## src/rtl/pos_word_updater_if.sv

```systemverilog
// Write-only RAM port between the position updater and the external arbiter.
interface pos_word_updater_if #(
    parameter int ADDR_WIDTH = 16
);
    logic [ADDR_WIDTH-1:0] ram_addr;
    logic [15:0]           ram_data;
    logic                  ram_we;
    logic                  wr_grant;

    modport master (
        output ram_addr,
        output ram_data,
        output ram_we,
        input  wr_grant
    );

    modport slave (
        input  ram_addr,
        input  ram_data,
        input  ram_we,
        output wr_grant
    );
endinterface

```

## src/rtl/pos_word_updater.sv

```systemverilog
// Per-frame game-state engine: advances the man's jump physics and the cactus
// scroll, then writes cactus X and man Y into shared RAM through an arbiter.
module pos_word_updater #(
    parameter int                    ADDR_WIDTH     = 16,
    parameter logic [ADDR_WIDTH-1:0] POS_BASE       = 'h8000,
    parameter logic [9:0]            GROUND_Y       = 10'd100,
    parameter logic [7:0]            JUMP_V         = 8'd12,
    parameter logic [7:0]            GRAVITY        = 8'd1,
    parameter logic [9:0]            CACTUS_START_X = 10'd608,
    parameter logic [9:0]            CACTUS_SPEED   = 10'd4
) (
    input  logic                sys_clk,
    input  logic                reset,
    input  logic                frame_tick,
    input  logic                jump_btn,
    pos_word_updater_if.master  bus,
    output logic [9:0]          man_y,
    output logic [9:0]          cactus_x,
    output logic                busy
);

    typedef enum logic [1:0] {IDLE, UPDATE, WR_CX, WR_MY} state_t;

    state_t             state;
    logic               pending;
    logic               jump_req;
    logic signed [7:0]  vel;
    logic               sync1, sync2, btn_prev;
    logic               btn_rise;

    logic signed [7:0]  v;
    logic signed [10:0] y_sum;
    logic [9:0]         y_nxt;
    logic signed [7:0]  vel_nxt;
    logic [9:0]         cx_nxt;

    assign btn_rise = sync2 & ~btn_prev;

    // Bring the asynchronous button into sys_clk and keep a delayed copy for edge detect
    always_ff @(posedge sys_clk) begin
        if (!reset) begin
            sync1    <= 1'b0;
            sync2    <= 1'b0;
            btn_prev <= 1'b0;
        end else begin
            sync1    <= jump_btn;
            sync2    <= sync1;
            btn_prev <= sync2;
        end
    end

    // Next-frame physics: jump launch, clamped Y integration, cactus scroll with wrap
    always_comb begin
        v       = vel;
        y_nxt   = man_y;
        vel_nxt = vel;
        if (jump_req && man_y == GROUND_Y && vel == 8'sd0)
            v = 8'sd0 - $signed(JUMP_V);
        y_sum = $signed({1'b0, man_y}) + $signed({{3{v[7]}}, v});
        if (y_sum < 11'sd0) begin
            y_nxt   = 10'd0;
            vel_nxt = 8'sd0;
        end else if (y_sum >= $signed({1'b0, GROUND_Y})) begin
            y_nxt   = GROUND_Y;
            vel_nxt = 8'sd0;
        end else begin
            y_nxt   = y_sum[9:0];
            vel_nxt = v + $signed(GRAVITY);
        end
        cx_nxt = (cactus_x < CACTUS_SPEED) ? CACTUS_START_X : cactus_x - CACTUS_SPEED;
    end

    // Control FSM with registered write port; ticks seen while busy collapse into one pending update
    always_ff @(posedge sys_clk) begin
        if (!reset) begin
            state        <= IDLE;
            pending      <= 1'b0;
            jump_req     <= 1'b0;
            vel          <= 8'sd0;
            man_y        <= GROUND_Y;
            cactus_x     <= CACTUS_START_X;
            busy         <= 1'b0;
            bus.ram_we   <= 1'b0;
            bus.ram_addr <= '0;
            bus.ram_data <= '0;
        end else begin
            if (btn_rise)
                jump_req <= 1'b1;
            if (frame_tick && state != IDLE)
                pending <= 1'b1;
            case (state)
                IDLE: begin
                    if (frame_tick || pending) begin
                        state   <= UPDATE;
                        pending <= 1'b0;
                        busy    <= 1'b1;
                    end
                end
                UPDATE: begin
                    man_y        <= y_nxt;
                    vel          <= vel_nxt;
                    cactus_x     <= cx_nxt;
                    // cleared even if unused so a stale press never fires later
                    jump_req     <= 1'b0;
                    bus.ram_we   <= 1'b1;
                    bus.ram_addr <= POS_BASE;
                    bus.ram_data <= {6'b0, cx_nxt};
                    state        <= WR_CX;
                end
                WR_CX: begin
                    if (bus.wr_grant) begin
                        bus.ram_addr <= POS_BASE + 1'b1;
                        bus.ram_data <= {6'b0, man_y};
                        state        <= WR_MY;
                    end
                end
                WR_MY: begin
                    if (bus.wr_grant) begin
                        bus.ram_we <= 1'b0;
                        busy       <= 1'b0;
                        state      <= IDLE;
                    end
                end
                default: state <= IDLE;
            endcase
        end
    end

endmodule
```

## src/flat_wrapper.sv

```systemverilog
// flat-port wrapper written by rule: the top's interface ports become plain ports
module pos_word_updater_flat 
#(
    parameter int                    ADDR_WIDTH     = 16,
    parameter logic [ADDR_WIDTH-1:0] POS_BASE       = 'h8000,
    parameter logic [9:0]            GROUND_Y       = 10'd100,
    parameter logic [7:0]            JUMP_V         = 8'd12,
    parameter logic [7:0]            GRAVITY        = 8'd1,
    parameter logic [9:0]            CACTUS_START_X = 10'd608,
    parameter logic [9:0]            CACTUS_SPEED   = 10'd4
)
  (sys_clk, reset, frame_tick, jump_btn, man_y, cactus_x, busy, bus_ram_addr, bus_ram_data, bus_ram_we, bus_wr_grant);
  pos_word_updater_if #(.ADDR_WIDTH(ADDR_WIDTH)) bus_i ();
  input  logic sys_clk;
  input  logic reset;
  input  logic frame_tick;
  input  logic jump_btn;
  output logic [9:0] man_y;
  output logic [9:0] cactus_x;
  output logic busy;
  output wire logic [$bits(bus_i.ram_addr)-1:0] bus_ram_addr;
  output wire logic [$bits(bus_i.ram_data)-1:0] bus_ram_data;
  output wire logic [$bits(bus_i.ram_we)-1:0] bus_ram_we;
  input wire logic [$bits(bus_i.wr_grant)-1:0] bus_wr_grant;
  assign bus_ram_addr = bus_i.ram_addr;
  assign bus_ram_data = bus_i.ram_data;
  assign bus_ram_we = bus_i.ram_we;
  assign bus_i.wr_grant = bus_wr_grant;
  pos_word_updater #(.ADDR_WIDTH(ADDR_WIDTH), .POS_BASE(POS_BASE), .GROUND_Y(GROUND_Y), .JUMP_V(JUMP_V), .GRAVITY(GRAVITY), .CACTUS_START_X(CACTUS_START_X), .CACTUS_SPEED(CACTUS_SPEED)) u_core (.sys_clk(sys_clk), .reset(reset), .frame_tick(frame_tick), .jump_btn(jump_btn), .bus(bus_i), .man_y(man_y), .cactus_x(cactus_x), .busy(busy));
endmodule
```

## config.mk

```make
export PLATFORM = sky130hd
export DESIGN_NAME = pos_word_updater_flat
export DESIGN_NICKNAME = d
export VERILOG_FILES = /design/src/rtl/pos_word_updater_if.sv /design/src/rtl/pos_word_updater.sv /design/src/flat_wrapper.sv
export SDC_FILE = /design/constraint.sdc
export NUM_CORES = 1
export LEC_CHECK = 0
export CAP_MARGIN = 20
export CORE_AREA = 2 2 76 78
export CTS_CLUSTER_SIZE = 8
export DETAILED_ROUTE_END_ITERATION = 8
export DIE_AREA = 0 0 78 80
export PLACE_DENSITY_LB_ADDON = 0.2
export SYNTH_ARGS = -nofsm -noshare
export SYNTH_HDL_FRONTEND = slang
export SYNTH_SLANG_ARGS = --single-unit
```

## constraint.sdc

```tcl
create_clock -name sys_clk -period 7.9 [get_ports sys_clk]
set_input_delay 1.185 -clock sys_clk [delete_from_list [all_inputs] [get_ports sys_clk]]
set_output_delay 1.185 -clock sys_clk [all_outputs]
set_load 0.02 [all_outputs]
```

* After elaboration in Yosys (flattened, before gate mapping)
Cells that the tools add are included.
Word-level totals: register bits after elaboration 69, latch bits 0, memory bits (writable) 0, bits in read-only memories 0, bits of input ports 5, output and inout bits 54, word-level logic and storage cells 65, memories 0
Cells by class: add/sub/neg operators 3, $mul 0, divide/modulo/power cells 0, order comparisons 3, eq/ne operators 7, shift-type cells 0, mux-type cells 21, bitwise operators 3, reductions and logical operators 15
Operator list (number):
- case mux 16 bit (2 select lines) | 2
- 2-to-1 mux 16 bit | 2
- 2-to-1 mux 10 bit | 3
- 2-to-1 mux 8 bit | 3
- adder 11 x 8 -> 11 bit | 1
- greater-or-equal comparator 11 x 8 -> 1 bit (second input constant) | 1
- less-than comparator 11 x 1 -> 1 bit (second input constant) | 1
- == test 10 x 7 -> 1 bit (second input constant) | 1
- less-than comparator 10 x 3 -> 1 bit (second input constant) | 1
- subtractor 10 x 3 -> 10 bit (second input constant) | 1
- adder 8 x 2 -> 8 bit (second input constant) | 1
- zero test 8 bit | 1
- case mux 2 bit (4 select lines) | 1
- nonzero test 2 bit | 4
- 2-to-1 mux 2 bit | 3
- AND reduction 3 bit | 2
- 2-to-1 mux 1 bit | 5
- == test 2 bit (second input constant) | 2
- != test 2 bit (second input constant) | 2
- case mux 1 bit (2 select lines) | 2
- AND reduction 2 bit | 2
- logical AND 1 bit | 3
- == test 2 x 1 -> 1 bit (second input constant) | 1
- zero test 2 bit | 1
- other kinds (5) | 6

* Depth between registers and ports, before layout
word-level depth 8, gate-level depth with buffers 16

* Least setup slack after synthesis
Ideal clock, no wire load.
path kind register to register, start register u_core.vel[0], end register u_core.vel[3], data arrival time 3043 ps, data required time 7778 ps, setup slack 4736 ps, cell stages (with the launch flop) 16, buffers on the path 1, cell sequence dfxtp_1 > inv_1 > ha_1 > nor4b_2 > nand4_1 > or3_1 > clkbuf_1 > nand2b_1 > ha_1 > and3_1 > a311oi_2 > o21ai_2 > mux2i_4 > nand2_4 > nor2_8 > a221o_1
Between the ends: longest elaborated chain between the ends 7
Ends and longest elaborated chain:
- from (decl) | line pos_word_updater.sv:27 | logic signed [7:0] vel;
- from (signal assigned) | line pos_word_updater.sv:101 | vel <= vel_nxt;
- zero test 8 bit | line pos_word_updater.sv:57 | if (jump_req && man_y == GROUND_Y && vel == 8'sd0)
- logical AND 1 bit | line pos_word_updater.sv:57
- 2-to-1 mux 8 bit * | line pos_word_updater.sv:57
- adder 11 x 8 -> 11 bit | line pos_word_updater.sv:59 | y_sum = $signed({1'b0, man_y}) + $signed({{3{v[7]}}, v});
- greater-or-equal comparator 11 x 8 -> 1 bit | line pos_word_updater.sv:63 | end else if (y_sum >= $signed({1'b0, GROUND_Y})) begin
- 2-to-1 mux 8 bit | line pos_word_updater.sv:63
- 2-to-1 mux 8 bit * | line pos_word_updater.sv:60 | if (y_sum < 11'sd0) begin
Mark *: on every way between the ends. The rest lies on a longest branch, timed or not. A chain may end at the register's enable or synchronous reset.

* Worst setup path after layout
start register u_core.vel[1], end register u_core.man_y[6]
Between the ends: longest elaborated chain between the ends 7
Ends and longest elaborated chain:
- zero test 8 bit | line pos_word_updater.sv:57
- logical AND 1 bit | line pos_word_updater.sv:57
- 2-to-1 mux 8 bit * | line pos_word_updater.sv:57
- adder 11 x 8 -> 11 bit * | line pos_word_updater.sv:59
- greater-or-equal comparator 11 x 8 -> 1 bit | line pos_word_updater.sv:63
- 2-to-1 mux 10 bit | line pos_word_updater.sv:63
- 2-to-1 mux 10 bit * | line pos_word_updater.sv:60
- to (signal assigned) | line pos_word_updater.sv:100 | man_y <= y_nxt;
- to (decl) | line pos_word_updater.sv:17 | output logic [9:0] man_y,
Marked as above.

==> flow_summary_export.csv <==
group,metric,value,unit
outcome,status,"finished, final reports clean",
die,rows,27,
pwr,comb_power_share,0.514,
pwr,swShare,0.4397,
detailed_routing,postRouteAntennaNets,0,
clocking,clk_latency,0.31,ns
pwr,vdd_drop_max,194.6,µV
setup_path,cpMaxStageDelayCell,"or3_1",
place,gp_congestion,0.8527,
pwr,p_leak,1.394,nW
global_routing,grtUsageTotal,0.2180,
global_routing,grt_max_degree,37,
pwr,power.density,316.4,nW/µm²
die,initial_utilization,0.5382,
global_routing,grt_pass1_wl,10700,µm
clocking,cts_made_buffers,5,
layout,antennaDiodeCount,0,
synthesis,synth-edff-count,0,
synthesis,synthCells,332,
synthesis,synthTopCellsByArea,"dfxtp_1 (34%), ha_1 (7.7%), buf_4 (5.2%), nand2_1 (4.5%), a21oi_1 (2.8%)",
setup_path,cp-start-kind,"flop",
setup_path,worstSetupEndpointType,"flop",
die,core,5405,µm²
synthesis,yosysTopAreaCellShare,0.3372,
global_routing,grt_pass1_vias,2240,
timing,rsz0062_at_grt,"no",
die,die_w,78,µm
layout,regArea,980.9,µm²
setup_path,worstPathRequired,8.08,ns
timing,skew,0.009768,ns
clocking,ctsRootBufferMaster,"clkbuf_8",
synthesis,synth-seq-cells,49,
setup_path,critical_path_class,"flop to flop",
clocking,clockBufferDepth,2,
layout,multi_input_comb_area,1758,µm²
clocking,post_cts_buffers,0,
synthesis,ys_dominant_reg_cell,"dfxtp_1",
layout,fin_nets,388,
setup_path,crit_family,"simple AND/OR/NAND/NOR gates",
timing,relSlewSlack,0.3002,
setup_path,crit_chain,"inv_1, ha_1, nor4b_2, nand4_1, or3_1, nand2b_1, ha_1, and3_1, a22o_1, o21ai_1, a21oi_1, xnor2_1, nand4_4, o21ai_0, nand3_1",
pwr,p_clk_frac,0.151,
run,cap_violations,0,
layout,syn_to_final_growth,15.31,%
timing,setup_viol,0,
setup_path,cp_max_fo,8,
clocking,cts_tree,"built",
die,die_y,80,µm
setup_path,cp.arrival,3.69,ns
timing,period_minus_slack,3.511,ns
clocking,cts_hold_buffers,0,
pwr,p_int,0.5946,mW
pwr,seqPwrFrac,0.335,
timing,period_share,0.4444,
layout,fillCellCount,499,
die,die-area,6240,µm²
synthesis,yosysUniqueCellTypes,60,
layout,drive_above_1_share,0.06575,
clocking,htreeDepth,2,
synthesis,avgSynthCellArea,8.762,µm²
global_routing,grtUsageMet1,0.2807,
timing,slew_viol_final,0,
detailed_routing,vias,2383,
detailed_routing,drc_errors,0,
timing,fin_setup_tns,0,ns
min_path,hold_path.class,"flop to flop",
synthesis,async_reset_ff_frac,0,
global_routing,grt-ovfl-total,0,
detailed_routing,drt_iter0_markers,90,
detailed_routing,firstDrtPassIters,4,
detailed_routing,viasPerCell,5.453,
die,io_pins,59,
synthesis,synth_top_area_cell,"dfxtp_1",
timing,timing.fmax,0.2849,GHz
detailed_routing,routed_wl,6510,µm
global_routing,grt-busiest-layer,"met2",
place,dp_hpwl,4803,µm
place,port_buffers,38,
pwr,power,1.061,mW
global_routing,antenna_found_initial,0,
synthesis,yosysSeqAreaShare,0.3372,
setup_path,rrSetupSlack,4.39,ns
clocking,clkTransAtPathRegs,0.10,ns
timing,worst_pin_slew,1.048,ns
detailed_routing,wire_per_inst,14.90,µm
clocking,cts_resized,0,
place,dp_slack,4.441,ns
setup_path,slowest_delay,0.46,ns
synthesis,synth_area,2909,µm²
global_routing,grt_use_met3,0.03959,
timing,fin_ws,4.389,ns
pwr,switching_power,0.4666,mW
clocking,cts_sinks,49,
setup_path,cp_num_buf_inv,1,
timing,final_hold_viol_count,0,
global_routing,use_met2,0.3698,
synthesis,yosysWarnings,0,
setup_path,crit_path_frequent_cell,"ha_1",
[state kept, by name (all words and copies together) (netlist names)]
| name | flops |
|---|---|
| u_core.man_y | 10 |
| u_core.bus.ram_addr | 2 |
| u_core.sync2 | 1 |
| u_core.busy | 1 |
| u_core.jump_req | 1 |
| u_core.bus.ram_we | 1 |
| u_core.state | 2 |
| u_core.sync1 | 1 |
| u_core.pending | 1 |
| u_core.vel | 8 |
| u_core.bus.ram_data | 10 |
| u_core.btn_prev | 1 |
| u_core.cactus_x | 10 |
[power by group through the flow]
stage	Clock, mW	Sequential [mW]	Combinational [mW]
2_1_floorplan	0	0.399	0.344
3_3_place_gp	0	0.358	0.542
3_5_place_dp	0	0.359	0.544
4_1_cts	0.163	0.355	0.548
5_1_grt	0.172	0.363	0.601
6_report	0.160	0.356	0.546
[metal layers]
layer / up-vias / routed length, µm / part of all wire
met5: - / 0 / 0
met4: 0 / 85 / 0.013
met3: 9 / 193 / 0.030
met2: 43 / 3308 / 0.51
met1: 1139 / 2923 / 0.45
li1: 1192 / - / -
[cell usage after synthesis, types with 2 or more instances]
cell type / number
a211oi_1: 2
a21boi_0: 4
a21o_1: 4
a21oi_1: 16
a22o_1: 9
a31oi_1: 4
and2_1: 9
and3_1: 4
buf_4: 20
clkbuf_1: 11
dfxtp_1: 49
ha_1: 18
inv_1: 11
mux2i_1: 4
nand2_1: 35
nand2b_1: 7
nand3_1: 7
nand4_1: 2
nor2_1: 20
nor2b_1: 11
nor3_1: 6
nor3_2: 2
o211ai_1: 3
o21a_1: 4
o21ai_0: 10
o21ai_1: 3
o21ai_2: 2
o221ai_1: 5
o31ai_1: 3
or3_1: 5
xnor2_1: 9
xor2_1: 5
[cell usage in the layout, fill, tap and decap left out, types with 2 or more instances in the layout]
master,count
nor3_2,2
nand2_1,35
mux2i_1,4
and2_1,9
dfxtp_1,49
o31ai_1,3
a21boi_0,4
a31oi_1,4
o21a_1,4
o21ai_1,3
nor2b_1,11
o21ai_2,2
clkdlybuf4s50_1,38
xor2_1,5
a22o_1,9
nand3_1,7
nand2b_1,7
conb_1,20
ha_1,18
o211ai_1,3
a21oi_1,16
inv_1,11
clkbuf_8,6
xnor2_1,9
a21o_1,4
o221ai_1,5
nand4_1,2
a211oi_1,2
or3_1,5
nor3_1,6
o21ai_0,10
and3_1,4
nor2_1,20
[cells by family after synthesis]
family	synth area share
simple gates	0.2189
compound gates	0.2022
flops	0.3372
buf+inv	0.08301
fa+ha+maj	0.08430
xor+xnor	0.04774
mux	0.02538
other cells	0.001289
[through the flow]
| step | utilization | cells | cell area [µm²] | hold slack, ns |
|---|---|---|---|---|
| floorplan | - | 351 | 2980 | 0.4119 |
| global placement | 0.6028 | 429 | 3258 | 0.4173 |
| detailed placement | 0.6028 | 429 | 3258 | 0.4470 |
| CTS | 0.6206 | 437 | 3354 | 0.4577 |
| global route | 0.6206 | 437 | 3354 | 0.4880 |
| finish | 0.6206 | 437 | 3354 | 0.4562 |
[worst paths after layout]
kind | end | from | depth (start not counted)
setup / recovery | u_core.man_y[6] | u_core.vel[1] | 15
hold / removal | u_core.bus.ram_data[7] | u_core.bus.ram_data[7] | 2
setup reg to reg | u_core.man_y[6] | u_core.vel[1] | 15
hold reg to reg | u_core.bus.ram_data[7] | u_core.bus.ram_data[7] | 2
[final cells by class]
type,instances,share of cell area
Clock buffer,6,0.02462
Clock inverter,2,0.004103
Inverter,11,0.01231
Multi-Input combinational cell,258,0.5241
Sequential cell,49,0.2924
Tap cell,72,0.02686
Timing Repair Buffer,39,0.1156
[worst reg2reg max path, cell delays in order (launching register included)]
cell and delay (ns):
dfxtp_1 0.35, inv_1 0.10, ha_1 0.15, nor4b_2 0.18
nand4_1 0.15, or3_1 0.46, nand2b_1 0.16, ha_1 0.29
and3_1 0.19, a22o_1 0.29, o21ai_1 0.14, a21oi_1 0.09
xnor2_1 0.24, nand4_4 0.22, o21ai_0 0.27, nand3_1 0.10
No activity file was read; power rests on OpenSTA's default activity.
